<file path="config.mk">
export PLATFORM = sky130hd
export DESIGN_NAME = vend_credit_ctrl
export DESIGN_NICKNAME = d
export VERILOG_FILES = /design/src/rtl/vend_credit_ctrl.sv
export SDC_FILE = /design/constraint.sdc
export NUM_CORES = 1
export LEC_CHECK = 0
export BUFFER_PORTS_ARGS = -buffer_cell sky130_fd_sc_hd__buf_2
export CORE_UTILIZATION = 60
export DETAILED_ROUTE_END_ITERATION = 6
export PLACE_DENSITY = 0.88
export SYNTH_ARGS = -nofsm -noshare
export SYNTH_HDL_FRONTEND = slang
export SYNTH_SLANG_ARGS = --single-unit
</file>
<file path="constraint.sdc">
create_clock -name clk -period 4.6 [get_ports clk]
set_clock_uncertainty 0.2 [all_clocks]
set_input_delay 0.69 -clock clk [delete_from_list [all_inputs] [get_ports clk]]
set_output_delay 0.69 -clock clk [all_outputs]
set_load 0.01 [all_outputs]
</file>
<file path="src/rtl/vend_credit_ctrl.sv">
// vend_credit_ctrl: coin credit accumulation, vend dispense and spaced change/refund pulses
module vend_credit_ctrl #(
    parameter int PRICE      = 125,
    parameter int MAX_CREDIT = 250,
    parameter int CREDIT_W   = 9,
    parameter int CHG_GAP    = 2
) (
    input  logic                clk,
    input  logic                rst_n,
    input  logic                n_s,
    input  logic                di_s,
    input  logic                q_s,
    input  logic                do_s,
    input  logic                vend_req,
    input  logic                coin_ret,
    output logic [CREDIT_W-1:0] credit,
    output logic                dispense,
    output logic                chg_n,
    output logic                chg_d,
    output logic                chg_q,
    output logic                coin_reject,
    output logic                busy
);
    typedef enum logic {IDLE, CHANGE} state_t;
    localparam logic [CREDIT_W:0]   S5      = (CREDIT_W+1)'(5);
    localparam logic [CREDIT_W:0]   S10     = (CREDIT_W+1)'(10);
    localparam logic [CREDIT_W:0]   S25     = (CREDIT_W+1)'(25);
    localparam logic [CREDIT_W:0]   S100    = (CREDIT_W+1)'(100);
    localparam logic [CREDIT_W:0]   MAX_C   = (CREDIT_W+1)'(MAX_CREDIT);
    localparam logic [CREDIT_W-1:0] PRICE_C = CREDIT_W'(PRICE);
    localparam logic [CREDIT_W-1:0] C5      = CREDIT_W'(5);
    localparam logic [CREDIT_W-1:0] C10     = CREDIT_W'(10);
    localparam logic [CREDIT_W-1:0] C25     = CREDIT_W'(25);
    localparam logic [3:0]          GAP_C   = 4'(CHG_GAP);
    state_t              state;
    logic [3:0]          gap;
    logic [CREDIT_W:0]   sum;
    logic [CREDIT_W:0]   total;
    logic                any_coin;
    logic                can_vend;
    always_comb begin
        sum      = (n_s ? S5 : '0) + (di_s ? S10 : '0) + (q_s ? S25 : '0) + (do_s ? S100 : '0);
        total    = {1'b0, credit} + sum;
        any_coin = n_s | di_s | q_s | do_s;
        can_vend = vend_req && credit >= PRICE_C;
    end
    always_ff @(posedge clk or negedge rst_n) begin
        if (!rst_n) begin
            state       <= IDLE;
            credit      <= '0;
            gap         <= '0;
            dispense    <= 1'b0;
            chg_n       <= 1'b0;
            chg_d       <= 1'b0;
            chg_q       <= 1'b0;
            coin_reject <= 1'b0;
            busy        <= 1'b0;
        end else begin
            dispense    <= 1'b0;
            chg_n       <= 1'b0;
            chg_d       <= 1'b0;
            chg_q       <= 1'b0;
            coin_reject <= 1'b0;
            if (state == IDLE) begin
                if (can_vend) begin
                    dispense    <= 1'b1;
                    credit      <= credit - PRICE_C;
                    coin_reject <= any_coin;
                    gap         <= '0;
                    state       <= (credit != PRICE_C) ? CHANGE : IDLE;
                    busy        <= credit != PRICE_C;
                end else if (coin_ret && !vend_req && credit != '0) begin
                    state       <= CHANGE;
                    busy        <= 1'b1;
                    gap         <= '0;
                    coin_reject <= any_coin;
                end else if (total > MAX_C) begin
                    coin_reject <= 1'b1;
                end else begin
                    credit <= total[CREDIT_W-1:0];
                end
            end else begin
                coin_reject <= any_coin;
                // Empty credit ends the refund before any gap countdown is honoured
                if (credit == '0) begin
                    state <= IDLE;
                    busy  <= 1'b0;
                end else if (gap != '0) begin
                    gap <= gap - 4'd1;
                end else begin
                    gap <= GAP_C;
                    if (credit >= C25) begin
                        chg_q  <= 1'b1;
                        credit <= credit - C25;
                    end else if (credit >= C10) begin
                        chg_d  <= 1'b1;
                        credit <= credit - C10;
                    end else if (credit >= C5) begin
                        chg_n  <= 1'b1;
                        credit <= credit - C5;
                    end
                end
            end
        end
    end
endmodule

</file>
== Word level (Yosys, flattened, before mapping) ==
Index checks and enable logic that the tools add are counted.

* Register bits after elaboration: 20
* Bits of input ports: 8
* Output and inout port bits: 15
* Word-level logic and storage cells: 92

* $add $sub $neg: 9
* Magnitude comparators: 5
* Equality and inequality tests: 7
* Muxes and demuxes: 48
* Bitwise logic cells: 3
* Reduce and logical (&&, ||, !) cells: 11

{| class="wikitable"
|+ Operators by type and width
! cell !! count
|-
| 9-bit two-way mux || 9
|-
| 1-bit two-way mux || 30
|-
| 4-bit two-way mux || 6
|-
| 9-bit by 8-bit adder with 10-bit output || 1
|-
| 10-bit by 8-bit > comparator with 1-bit output, second input constant || 1
|-
| 9-bit by 3-bit greater-or-equal comparator with 1-bit output, second input constant || 1
|-
| 9-bit by 4-bit greater-or-equal comparator with 1-bit output, second input constant || 1
|-
| 9-bit by 5-bit greater-or-equal comparator with 1-bit output, second input constant || 1
|-
| 9-bit by 7-bit greater-or-equal comparator with 1-bit output, second input constant || 1
|-
| 9-bit zero test || 1
|-
| 9-bit by 7-bit inequality test with 1-bit output, second input constant || 1
|-
| 9-bit nonzero test || 1
|-
| 9-bit by 3-bit subtractor with 9-bit output, second input constant || 1
|-
| 9-bit by 4-bit subtractor with 9-bit output, second input constant || 1
|-
| 9-bit by 5-bit subtractor with 9-bit output, second input constant || 1
|-
| 9-bit by 7-bit subtractor with 9-bit output, second input constant || 1
|-
| 6-bit by 7-bit adder with 8-bit output || 1
|-
| 7-bit two-way mux || 1
|-
| 5-bit by 5-bit adder with 6-bit output || 1
|-
| 3-bit inequality test, second input constant || 2
|-
| 3-bit by 4-bit adder with 5-bit output || 1
|-
| 5-bit two-way mux || 1
|-
| 5-bit AND reduction || 1
|-
| 2-bit inequality test, second input constant || 2
|-
| 10 further kinds || 15
|}

== Depth between registers and ports, before layout ==
Gate-level depths: netlist of run 1.

* Depth after elaboration: 10
* Mapped depth: 13
* Mapped depth without buffers: 12

== Worst setup path after synthesis of run 1 ==
No wires, ideal clock.

* Kind: input -> register
* Start point: input port n_s
* End point: register credit[2]
* Setup time: 0.118 ns
* Data arrival time: 3.151 ns
* Data required time: 4.282 ns
* Setup slack: 1.131 ns
* Stages on the path: 12
* Path buffers: 1
* Cell sequence: inv_1 > fa_1 > inv_1 > fa_1 > or3b_1 > o22ai_1 > a2bb2oi_1 > nand4_1 > a21oi_2 > buf_6 > a211oi_1 > a21o_1

* Longest elaborated chain between the ends: 9
* Elaborated cells between the ends (all ways): 12
* Those cells by class: add/sub: 4; order compare: 1; eq/ne: 1; mux: 5; reduce/logical: 1

{| class="wikitable"
|+ Ends and longest elaborated chain
! element !! RTL line !! text
|-
| from (decl) || 10 || <nowiki>input logic n_s,</nowiki>
|-
| 3-bit two-way mux (*) || 42 || <nowiki>sum = (n_s ? S5 : '0) + (di_s ? S10 : '0) + (q_s ? S25 : '0) + (do_s ? S100 : '0);</nowiki>
|-
| 3-bit by 4-bit adder with 5-bit output (*) || 42 ||
|-
| 5-bit by 5-bit adder with 6-bit output (*) || 42 ||
|-
| 6-bit by 7-bit adder with 8-bit output (*) || 42 ||
|-
| 9-bit by 8-bit adder with 10-bit output (*) || 43 || <nowiki>total = {1'b0, credit} + sum;</nowiki>
|-
| parallel branches: the longest is 4 deep, another holds 10-bit by 8-bit > comparator with 1-bit output || -- ||
|-
| to (signal assigned) || 67 || <nowiki>credit <= credit - PRICE_C;</nowiki>
|-
| to (signal assigned) || 80 || <nowiki>credit <= total[CREDIT_W-1:0];</nowiki>
|-
| to (signal assigned) || 94 || <nowiki>credit <= credit - C25;</nowiki>
|-
| to (decl) || 16 || <nowiki>output logic [CREDIT_W-1:0] credit,</nowiki>
|}

Mark *: on every way between the ends. The select of a mux whose other input is x is not followed.
A chain may end at the register's enable or synchronous reset.

== Worst setup path in the final report of run 1 ==
* Start point: input port n_s
* End point: register credit[4]

Same word-level chain as after synthesis.

==> impl_table.tex, run 1 <==
\begin{tabular}{lr}
\hline
Metric & Value \\
\hline
\multicolumn{2}{l}{\textbf{Timing}} \\
Least setup slack across all paths after layout & 0.7281 ns \\
Total Neg Setup Slack & 0 ns \\
Setup-violating endpoint count in the final report & 0 \\
Fmax & 0.2583 GHz \\
Final period util & 84.17\% \\
Max Slew Vio Count & 0 \\
Headroom to the max-slew limit & 45.25\% \\
Unrepaired setup endpoints after global routing & false \\
Final worst path period need & 3.872 ns \\
Final hold violation count & 0 \\
Slew of the pin with the lowest slew margin & 0.8212 ns \\
\multicolumn{2}{l}{\textbf{Clock network}} \\
Clock slew seen by the registers of the worst setup and hold paths & 0.08 ns \\
Maximum level of the CTS H-tree & 1 \\
Resize count post-CTS & 0 \\
Master cell of the clock root buffer & clkbuf\_8 \\
Clk buf depth & 2 \\
Clock buffer count from CTS & 3 \\
Postcts setup bufs & 0 \\
Count of hold-fix buffers inserted at cts & 0 \\
CTS Sinks & 20 \\
Clock insertion delay at the later pin of the skew report & 0.27 ns \\
TritonCTS clock tree & built \\
\multicolumn{2}{l}{\textbf{Place}} \\
Half-perimeter wire length after placement & 4199 µm \\
Global placement routability congestion & 0.8923 \\
Placed cell areas & 0.002389 mm² \\
Input/output buffers & 22 \\
Post-Place Setup Slack & 0.4725 ns \\
\multicolumn{2}{l}{\textbf{Flow run}} \\
Max-capacitance violation count & 0 \\
\multicolumn{2}{l}{\textbf{Synth}} \\
Synth Register Bits & 20 \\
Share of the synthesized netlist area taken by xor and xnor gates & 3.463\% \\
Largest family of logic cells by synthesized area & compound AO/OA/AOI/OAI gates \\
Sequential cell area fraction in the yosys report & 21.99\% \\
Number of synthesized flops with an enable pin & 0 \\
Most frequently used cell type in the post-synthesis netlist & nor2\_1 \\
Share of synthesized registers carrying an async set or reset & 100.0\% \\
Share of synthesized cell area in full adder, half adder and majority cells & 15.06\% \\
Synth area leaders & dfrtp\_1 22\%, ha\_1 12\%, nor2\_1 4.6\% \\
Multiplexer share of the synthesized area & 1.814\% \\
Mapped Nets & 306 \\
Number of synthesis warnings & 0 \\
Synth Area in Compound Gates & 29.41\% \\
Post-Synthesis Mean Instance Area & 8.337 µm² \\
Combined area of all synthesized cells & 0.002276 mm² \\
Post-synth top flop & dfrtp\_1 \\
Cell types with the highest counts after synthesis & 28 x nor2\_1, 21 x ha\_1, 21 x inv\_1, 20 x dfrtp\_1, 18 x a21oi\_1 \\
Number of instances in the synthesized netlist & 273 \\
Fraction of post-synthesis cell area in the top cell type by area & 21.99\% \\
Number of distinct library cell variants in the gate-level netlist after synthesis & 66 \\
Cell type with the highest aggregate area in the netlist & dfrtp\_1 \\
Synthesized-area fraction occupied by and/or/nand/nor cells & 20.95\% \\
\multicolumn{2}{l}{\textbf{Finish}} \\
Sequential cell area & 500.5 µm² \\
FILL cells & 304 \\
Layout cell share with drive strength beyond 1 & 15.63\% \\
\# diodes & 0 \\
Post-synthesis to final-layout area growth & 8.081\% \\
Area of the multi-input gates & 0.001609 mm² \\
Post-route cell area & 0.002460 mm² \\
NumNets Final & 322 \\
Layout Utilization & 67.19\% \\
\multicolumn{2}{l}{\textbf{Global routing}} \\
All-Layer GR Usage & 29.40\% \\
Antenna violations before repair & 0 \\
Global-route wire length before repair & 9370 µm \\
Final global-route overflow total & 0 \\
Largest net degree at the start of global routing & 27 \\
Number of global-route vias before repair & 2015 \\
\multicolumn{2}{l}{\textbf{Floorplanning}} \\
Overall die height & 63.59 µm \\
Die ar. & 0.004044 mm² \\
Horizontal die dimension & 63.59 µm \\
Floorplan core area & 0.003661 mm² \\
Row count & 22 \\
Ports placed on the boundary & 23 \\
Starting Density & 62.17\% \\
\multicolumn{2}{l}{\textbf{Worst setup path}} \\
Startpoint of the most critical register-to-register path & credit[2] \\
Worst flop-to-flop path endpoint & credit[4] \\
Crit Path Category & in -> reg \\
Arr. time, crit path & 3.83 ns \\
Kind of end point of the critical path & flip-flop \\
Maximum fanout along the worst path & 12 \\
Register-to-Register Setup Slack & 0.86 ns \\
Setup crit start & n\_s \\
Capture point of the critical path & credit[4] \\
Data required time at the worst endpoint & 4.56 ns \\
Reg2reg path depth & 11 \\
Type of origin of the critical path & primary input \\
\multicolumn{2}{l}{\textbf{Hold path}} \\
Type of the tightest min-delay check & in -> async \\
\multicolumn{2}{l}{\textbf{Route}} \\
Vias per cell & 6.497 \\
Remaining DRCs & 0 \\
Final WL & 5727 µm \\
Remaining antenna violation count & 0 \\
Starting DRT DRC Count & 249 \\
Drt wl/cell & 17.04 µm \\
Via count & 2183 \\
Total iterations of the first detailed-routing run & 7 \\
\multicolumn{2}{l}{\textbf{Run status}} \\
Status & completed \\
\multicolumn{2}{l}{\textbf{Power}} \\
Cell area power density & 706.9 mW/mm² \\
Total power & 0.001739 W \\
Worst supply voltage drop on vdd & 0.0004477 V \\
Static leakage & 1.115 nW \\
\hline
\end{tabular}
==> layout make-up <==
cell class,count,area share (%)
Tap cell,48,2.442
Sequential cell,20,20.35
Inverter,21,3.204
Clock buffer,3,1.679
Multi-Input combinational cell,217,65.41
Clock inverter,1,1.221
Timing Repair Buffer,26,5.697
==> how the worst min path moves through the flow <==
stage               slack (ns)  endpoint  cells after the start   start
finish                    0.16    gap[3]                      1   rst_n
global route              0.20    gap[3]                      1   rst_n
CTS                       0.18    gap[3]                      1   rst_n
detailed placement        0.33      busy                      1    busy
global placement          0.32    gap[3]                      2  gap[3]
floorplan                 0.19      busy                      0   rst_n
==> flip-flops by register name (all words and copies together) (netlist names) <==
signal	cells
busy	1
chg_q	1
dispense	1
credit	9
gap	4
chg_n	1
state	1
coin_reject	1
chg_d	1
==> layout by cell type (no fill, tap or decap), drive strengths merged, types with 3 or more instances in the layout <==
cell type / n
nor3: 9
clkbuf: 3
nand4: 5
o21ai: 18
nor4: 3
a21oi: 19
buf: 26
o22ai: 3
a21o: 4
o211ai: 3
dfrtp: 20
fa: 4
a31oi: 6
nor2: 28
nand2: 18
a221o: 3
xor2: 4
nand3: 3
a211oi: 8
mux2i: 3
ha: 21
inv: 21
xnor2: 5
nand2b: 6
o21a: 3
==> report_power, final <==
group | switching (W) | internal, W
clock | 0.0000645 | 0.000116
sequential | 0.000114 | 0.000238
combinational | 0.000708 | 0.000499
==> cell families (layout without fill, tap and decap cells) <==
kind of cell | count (synthesis) | in the layout
buffers and inverters | 36 | 51
and+or+nand+nor | 87 | 87
AOI/OAI and AO/OA | 92 | 92
muxes | 4 | 4
DFF | 20 | 20
adders and majority gates | 25 | 25
xor gates and xnor gates | 9 | 9
==> worst max-delay path, stage by stage <==
cell and delay (ns):
buf_2 0.09, inv_1 0.08, fa_1 0.54, inv_1 0.07, fa_1 0.50, a211oi_1 0.33
o21ai_0 0.19, a22oi_1 0.27, nand4_1 0.18, a21oi_2 0.49, o21ba_1 0.22, o22a_1 0.17
==> through the flow <==
step                      hold WS [ns]  cells
final                           0.1620    336
after global routing            0.1985    336
after CTS                       0.1809    336
after detailed placement        0.3343    332
after global placement          0.3184    332
after floorplan                 0.1944    273
==> routing by layer <==
layer / GRT usage (%) / part of all wire (%)
met5: 0 / 0
met2: 48.94 / 49
met3: 2.536 / 8.1
met4: 13.64 / 3.0
met1: 38.16 / 40
Note: power is estimated with default switching activity, not from simulation.
==> run 2, diff against run 1 <==
==> constraint.sdc (replaced) <==
create_clock -name clk -period 3.8 [get_ports clk]
set_clock_uncertainty 0.2 [all_clocks]
set_input_delay 0.57 -clock clk [delete_from_list [all_inputs] [get_ports clk]]
set_output_delay 0.57 -clock clk [all_outputs]
set_load 0.01 [all_outputs]
==> run 2 against run 1 <==
- sequential cell count did not move
- register-to-register slack got worse by 0.51 ns
- sequential share of layout area fell by 0.25 points
- sequential power rose by 16%
- utilization rose by 0.82 points
- total power rose by 23%
- global-route usage rose by 0.10 points
- clock power rose by 19%
- combinational power rose by 26%
- critical path depth did not move
- via count rose by 4.0%
- setup slack got worse by 0.38 ns
- critical endpoint is now credit[6]
==> impl_table.tex, run 2 (synthesis gave the netlist of run 1 again) <==
\begin{tabular}{lr}
\hline
Metric & Value \\
\hline
\multicolumn{2}{l}{\textbf{Run status}} \\
Status & completed (unchanged) \\
\multicolumn{2}{l}{\textbf{Floorplanning}} \\
Ports placed on the boundary & 23 (unchanged) \\
Die ar. & 0.004044 mm² (unchanged) \\
Floorplan core area & 0.003661 mm² (unchanged) \\
Starting Density & 62.17\% (unchanged) \\
Horizontal die dimension & 63.59 µm (unchanged) \\
Overall die height & 63.59 µm (unchanged) \\
Row count & 22 (unchanged) \\
\multicolumn{2}{l}{\textbf{Clock network}} \\
Resize count post-CTS & 0 (unchanged) \\
Clock buffer count from CTS & 3 (unchanged) \\
Postcts setup bufs & 0 (unchanged) \\
TritonCTS clock tree & built (unchanged) \\
CTS Sinks & 20 (unchanged) \\
Clk buf depth & 2 (unchanged) \\
Master cell of the clock root buffer & clkbuf\_8 (unchanged) \\
Clock insertion delay at the later pin of the skew report & 0.26 ns (was 0.27 ns) \\
Count of hold-fix buffers inserted at cts & 0 (unchanged) \\
Maximum level of the CTS H-tree & 1 (unchanged) \\
Clock slew seen by the registers of the worst setup and hold paths & 0.08 ns (about the same) \\
\multicolumn{2}{l}{\textbf{Timing}} \\
Max Slew Vio Count & 0 (unchanged) \\
Fmax & 0.2896 GHz \\
Final period util & 90.88\% \\
Final hold violation count & 0 (unchanged) \\
Headroom to the max-slew limit & 46.22\% (was 45.25\%) \\
Final worst path period need & 3.453 ns \\
Slew of the pin with the lowest slew margin & 0.8067 ns (was 0.8212 ns) \\
Unrepaired setup endpoints after global routing & false (unchanged) \\
Setup-violating endpoint count in the final report & 0 (unchanged) \\
Total Neg Setup Slack & 0 ns (unchanged) \\
\multicolumn{2}{l}{\textbf{Place}} \\
Half-perimeter wire length after placement & 4131 µm (was 4199 µm) \\
Global placement routability congestion & 0.8874 (was 0.8923) \\
Input/output buffers & 22 (unchanged) \\
\multicolumn{2}{l}{\textbf{Worst setup path}} \\
Type of origin of the critical path & flip-flop (was primary input) \\
Data required time at the worst endpoint & 3.76 ns (was 4.56 ns) \\
Reg2reg path depth & 12 (was 11) \\
Startpoint of the most critical register-to-register path & credit[2] (unchanged) \\
Worst flop-to-flop path endpoint & credit[6] (was credit[4]) \\
Crit Path Category & reg -> reg (was in -> reg) \\
Register-to-Register Setup Slack & 0.35 ns (was 0.86 ns) \\
Arr. time, crit path & 3.41 ns (was 3.83 ns) \\
Maximum fanout along the worst path & 7 (was 12) \\
Kind of end point of the critical path & flip-flop (unchanged) \\
\multicolumn{2}{l}{\textbf{Route}} \\
Starting DRT DRC Count & 248 (was 249) \\
Sum of routed wire segments on met1 & 2341 µm (was 2309 µm) \\
Vias per cell & 6.676 (was 6.497) \\
Sum of met2 wire segment lengths after detailed routing & 2721 µm (was 2784 µm) \\
Sum of met3 wire segment lengths after detailed routing & 498 µm (was 463 µm) \\
Drt wl/cell & 16.84 µm (was 17.04 µm) \\
Remaining antenna violation count & 0 (unchanged) \\
Via count & 2270 (was 2183) \\
Final WL & 5727 µm (unchanged) \\
Top layer used by detailed routing & met4 (unchanged) \\
Remaining DRCs & 0 (unchanged) \\
Total iterations of the first detailed-routing run & 6 (was 7) \\
\multicolumn{2}{l}{\textbf{Power}} \\
Total power & 0.002140 W (was 0.001739 W) \\
Cell area power density & 859.5 mW/mm² (was 706.9 mW/mm²) \\
Static leakage & 1.134 nW (was 1.115 nW) \\
Worst supply voltage drop on vdd & 0.0004858 V (was 0.0004477 V) \\
\multicolumn{2}{l}{\textbf{Global routing}} \\
Global-route wire length before repair & 9397 µm (was 9370 µm) \\
All-Layer GR Usage & 29.50\% (was 29.40\%) \\
Antenna violations before repair & 0 (unchanged) \\
Final global-route overflow total & 0 (unchanged) \\
Number of global-route vias before repair & 1975 (was 2015) \\
Largest net degree at the start of global routing & 27 (unchanged) \\
\multicolumn{2}{l}{\textbf{Finish}} \\
Commonest non-fill, non-tap cell in the layout & nor2\_1 (unchanged) \\
Layout cell share with drive strength beyond 1 & 16.78\% (was 15.63\%) \\
NumNets Final & 326 (was 322) \\
Commonest cells after routing, fill and taps aside & 28 x nor2\_1, 22 x buf\_2, 21 x inv\_1, 21 x ha\_1, 20 x dfrtp\_1 (unchanged) \\
FILL cells & 306 (was 304) \\
Reg with most FFs & credit (unchanged) \\
Sequential cell area & 500.5 µm² (unchanged) \\
Post-synthesis to final-layout area growth & 9.401\% (was 8.081\%) \\
Number of flip-flops in the largest register & 9 (unchanged) \\
\# diodes & 0 (unchanged) \\
Registers with the most flip-flops & credit (9), gap (4) (unchanged) \\
Area of the multi-input gates & 0.001609 mm² (unchanged) \\
\multicolumn{2}{l}{\textbf{Flow run}} \\
Max-capacitance violation count & 0 (unchanged) \\
\multicolumn{2}{l}{\textbf{Hold path}} \\
Type of the tightest min-delay check & in -> async (unchanged) \\
\hline
\end{tabular}
-- run 2: through the flow --
stage                     instances  area (µm²)  setup WS [ns]  hold WS, ns  utilization, %
after global routing            340        2490        0.08239      0.09386           68.01
after floorplan                 273        2276         0.3980      0.07441               -
after global placement          336        2419         0.2244       0.3198           66.06
after detailed placement        336        2419        0.07959       0.3342           66.06
after CTS                       340        2490         0.3586      0.06700           68.01
final                           340        2490         0.3466      0.04518           68.01
-- run 2: worst max path at each step --
| stage | cells past startpoint | slack [ns] | start | end |
|---|---|---|---|---|
| after floorplan | 13 | 0.40 | credit[2] | credit[2] |
| after global placement | 13 | 0.22 | n_s | credit[6] |
| after detailed placement | 13 | 0.08 | n_s | credit[6] |
| after CTS | 12 | 0.36 | credit[2] | credit[6] |
| after global routing | 13 | 0.08 | credit[0] | credit[6] |
| final | 12 | 0.35 | credit[2] | credit[6] |
-- run 2: routing by layer --
metal	up-vias	global-route usage (%)
met3	25	6.159
met5	-	0
li1	1041	-
met1	1065	38.45
met4	0	14.77
met2	139	45.74
-- run 2: layout make-up --
cell class | count | area share, %
Tap cell | 48 | 2.412
Inverter | 21 | 3.166
Sequential cell | 20 | 20.10
Clock buffer | 3 | 1.658
Clock inverter | 1 | 1.206
Multi-Input combinational cell | 217 | 64.62
Timing Repair Buffer | 30 | 6.834
-- run 2: critical path: stages (launching register included) --
cell	delay, ns
dfrtp_1	0.39
inv_1	0.22
fa_1	0.46
inv_1	0.11
ha_1	0.27
a211oi_2	0.31
o21ai_0	0.22
xnor2_1	0.34
nand4_1	0.19
a21oi_2	0.20
buf_4	0.16
a21oi_1	0.05
o22a_1	0.23
-- run 2: power breakdown --
group          switching (W)  internal (W)  leakage, nW  total, W
registers           0.000119      0.000289        0.237  0.000408
clock network      0.0000754      0.000141       0.0357  0.000216
logic               0.000895      0.000621        0.861   0.00152
==> run 3, diff against run 2 <==
--- a/config.mk
+++ b/config.mk
@@ -5,10 +5,12 @@
 export SDC_FILE = /design/constraint.sdc
 export NUM_CORES = 1
 export LEC_CHECK = 0
+export ABC_CLOCK_PERIOD_IN_PS = 3800
 export BUFFER_PORTS_ARGS = -buffer_cell sky130_fd_sc_hd__buf_2
 export CORE_UTILIZATION = 60
 export DETAILED_ROUTE_END_ITERATION = 6
 export PLACE_DENSITY = 0.88
+export RECOVER_POWER = 100
 export SYNTH_ARGS = -nofsm -noshare
 export SYNTH_HDL_FRONTEND = slang
 export SYNTH_SLANG_ARGS = --single-unit
==> run 3 against run 2 <==
- sequential power is essentially flat
- combinational power shrank 3%
- fmax shrank 0.24%
- largest power group unchanged
- total power shrank 1.5%
- setup slack lost 0.0084 ns
- highest routed layer unchanged
- critical path depth is the same
- sequential share of layout area grew 0.30 points
- count of clock-buffer cells in the layout is the same
- critical path type unchanged
- cell area shrank 1.5%
==> impl_table.tex, run 3 (synthesis gave the netlist of run 1 again) <==
\begin{tabular}{lr}
\hline
Metric & Value \\
\hline
\multicolumn{2}{l}{\textbf{Run status}} \\
Status & completed (unchanged) \\
\multicolumn{2}{l}{\textbf{Place}} \\
Half-perimeter wire length after placement & 4131 µm (unchanged) \\
Placed instance count & 336 (unchanged) \\
Input/output buffers & 22 (unchanged) \\
Global placement routability congestion & 0.8874 (unchanged) \\
\multicolumn{2}{l}{\textbf{Timing}} \\
Final hold violation count & 0 (unchanged) \\
Slew of the pin with the lowest slew margin & 1.098 ns (was 0.8067 ns) \\
Fmax & 0.2889 GHz (was 0.2896 GHz) \\
Unrepaired setup endpoints after global routing & false (unchanged) \\
Final worst path period need & 3.462 ns (was 3.453 ns) \\
Total Neg Setup Slack & 0 ns (unchanged) \\
Max Slew Vio Count & 0 (unchanged) \\
Final period util & 91.10\% (was 90.88\%) \\
Headroom to the max-slew limit & 26.80\% (was 46.22\%) \\
Setup-violating endpoint count in the final report & 0 (unchanged) \\
\multicolumn{2}{l}{\textbf{Clock network}} \\
Clock buffer count from CTS & 3 (unchanged) \\
Postcts setup bufs & 0 (unchanged) \\
Clk buf depth & 2 (unchanged) \\
Master cell of the clock root buffer & clkbuf\_8 (unchanged) \\
Count of hold-fix buffers inserted at cts & 0 (unchanged) \\
TritonCTS clock tree & built (unchanged) \\
Resize count post-CTS & 0 (unchanged) \\
CTS Sinks & 20 (unchanged) \\
Clock slew seen by the registers of the worst setup and hold paths & 0.08 ns (about the same) \\
Clock insertion delay at the later pin of the skew report & 0.27 ns (was 0.26 ns) \\
Maximum level of the CTS H-tree & 1 (unchanged) \\
\multicolumn{2}{l}{\textbf{Worst setup path}} \\
Maximum fanout along the worst path & 7 (unchanged) \\
Cell type with the highest occurrence count on the critical path & inv\_1 (unchanged) \\
Arr. time, crit path & 3.42 ns (was 3.41 ns) \\
Cell-by-cell listing of the critical path & inv\_1, fa\_1, inv\_1, ha\_1, a211oi\_2, o21ai\_0, xnor2\_1, nand4\_1, a21oi\_2, buf\_4, a21oi\_1, o22a\_1 (unchanged) \\
Delay-heaviest family, CP & compound AO/OA/AOI/OAI gates (unchanged) \\
Slowest cell on the critical path & fa\_1 (unchanged) \\
Worst flop-to-flop path endpoint & credit[6] (unchanged) \\
Kind of end point of the critical path & flip-flop (unchanged) \\
Buffer and inverter count on the worst path & 3 (unchanged) \\
Data required time at the worst endpoint & 3.76 ns (about the same) \\
Startpoint of the most critical register-to-register path & credit[2] (unchanged) \\
Type of origin of the critical path & flip-flop (unchanged) \\
Reg2reg path depth & 12 (unchanged) \\
Register-to-Register Setup Slack & 0.34 ns (was 0.35 ns) \\
Crit Path Category & reg -> reg (unchanged) \\
Delay of the slowest critical-path stage & 0.46 ns (about the same) \\
Setup crit start & credit[2] (unchanged) \\
\multicolumn{2}{l}{\textbf{Global routing}} \\
Number of global-route vias before repair & 1975 (unchanged) \\
Antenna violations before repair & 0 (unchanged) \\
Final global-route overflow total & 0 (unchanged) \\
All-Layer GR Usage & 29.50\% (unchanged) \\
Global-route wire length before repair & 9397 µm (unchanged) \\
Largest net degree at the start of global routing & 27 (unchanged) \\
\multicolumn{2}{l}{\textbf{Finish}} \\
Reg with most FFs & credit (unchanged) \\
Number of flip-flops in the largest register & 9 (unchanged) \\
Post-synthesis to final-layout area growth & 7.806\% (was 9.401\%) \\
Registers with the most flip-flops & credit (9), gap (4) (unchanged) \\
Commonest cells after routing, fill and taps aside & 28 x nor2\_1, 21 x inv\_1, 21 x ha\_1, 20 x dfrtp\_1 (was 28 x nor2\_1, 22 x buf\_2, 21 x inv\_1, 21 x ha\_1, 20 x dfrtp\_1) \\
Commonest non-fill, non-tap cell in the layout & nor2\_1 (unchanged) \\
\# diodes & 0 (unchanged) \\
Layout cell share with drive strength beyond 1 & 10.96\% (was 16.78\%) \\
Number of standard cells in the layout, taps in and fillers out & 340 (unchanged) \\
NumNets Final & 326 (unchanged) \\
\multicolumn{2}{l}{\textbf{Flow run}} \\
Max-capacitance violation count & 0 (unchanged) \\
\multicolumn{2}{l}{\textbf{Route}} \\
Remaining DRCs & 0 (unchanged) \\
Starting DRT DRC Count & 237 (was 248) \\
Total iterations of the first detailed-routing run & 5 (was 6) \\
Remaining antenna violation count & 0 (unchanged) \\
Final WL & 5714 µm (was 5727 µm) \\
Drt wl/cell & 16.81 µm (was 16.84 µm) \\
Via count & 2282 (was 2270) \\
Vias per cell & 6.712 (was 6.676) \\
\multicolumn{2}{l}{\textbf{Power}} \\
Portion of total power attributed to the clock network & 10.3\% (was 10.1\%) \\
Net switching power figure & 0.001086 W (was 0.001090 W) \\
Worst supply voltage drop on vdd & 0.0004886 V (was 0.0004858 V) \\
Sequential fraction of design power & 19.3\% (was 19.1\%) \\
Static leakage & 1.078 nW (was 1.134 nW) \\
Switching power share of the total & 51.53\% (was 50.92\%) \\
Cell area power density & 859.1 mW/mm² (was 859.5 mW/mm²) \\
Combinational share of power & 70.4\% (was 70.8\%) \\
Power Internal & 0.001022 W (was 0.001050 W) \\
\multicolumn{2}{l}{\textbf{Floorplanning}} \\
Overall die height & 63.59 µm (unchanged) \\
Horizontal die dimension & 63.59 µm (unchanged) \\
Die ar. & 0.004044 mm² (unchanged) \\
Floorplan core area & 0.003661 mm² (unchanged) \\
Starting Density & 62.17\% (unchanged) \\
Ports placed on the boundary & 23 (unchanged) \\
Row count & 22 (unchanged) \\
\multicolumn{2}{l}{\textbf{Hold path}} \\
Type of the tightest min-delay check & in -> async (unchanged) \\
\hline
\end{tabular}
[run 3: cell count changes in the layout (fill, tap and decap cells not counted)]
| cell | before | now |
|---|---|---|
| o21ai_0 | 16 | 18 |
| buf_4 | 8 | 4 |
| nand4_1 | 4 | 5 |
| buf_2 | 22 | 10 |
| clkbuf_1 | 0 | 16 |
| nand4_2 | 1 | 0 |
| o21ai_1 | 2 | 0 |
[run 3: layout make-up]
type,instances,area (µm²)
clock inverters,1,30.03
inverters,21,78.83
multi-input cells,217,1603
clock buffers,3,41.29
flip-flops and latches,20,500.5
well taps,48,60.06
repair buffers,30,140.1
fillers,322,1207
[run 3: layer usage]
metal  share of wire (%)  track usage [%]
met1                  41            38.45
met2                  47            45.74
met3                 9.4            6.159
met4                 3.1            14.77
met5                   0                0
[run 3: worst max path at each step]
| stage | end | slack, ns | depth (start not counted) |
|---|---|---|---|
| global placement | credit[6] | 0.22 | 13 |
| global route | credit[6] | 0.08 | 13 |
| detailed placement | credit[6] | 0.08 | 13 |
| floorplan | credit[2] | 0.40 | 13 |
| CTS | credit[6] | 0.36 | 12 |
| finish | credit[6] | 0.34 | 12 |
[run 3: power groups by stage]
| stage | logic (W) | registers (W) | clock network, W |
|---|---|---|---|
| 2_1_floorplan | 0.00116 | 0.000382 | 0 |
| 3_3_place_gp | 0.00142 | 0.000403 | 0 |
| 3_5_place_dp | 0.00146 | 0.000404 | 0 |
| 4_1_cts | 0.00149 | 0.000403 | 0.000218 |
| 5_1_grt | 0.00163 | 0.000417 | 0.000230 |
| 6_report | 0.00148 | 0.000406 | 0.000217 |
[run 3: metrics by stage]
step	util, %	instance area, µm²	total power, W	hold slack, ns	worst slack [ns]
5_1_grt	67.02	2454	0.002282	0.3831	0.08182
3_3_place_gp	66.06	2419	0.001826	0.3198	0.2244
2_1_floorplan	-	2276	0.001541	0.07441	0.3980
6_report	67.02	2454	0.002108	0.2841	0.3381
4_1_cts	68.01	2490	0.002108	0.06700	0.3586
3_5_place_dp	66.06	2419	0.001864	0.3342	0.07959
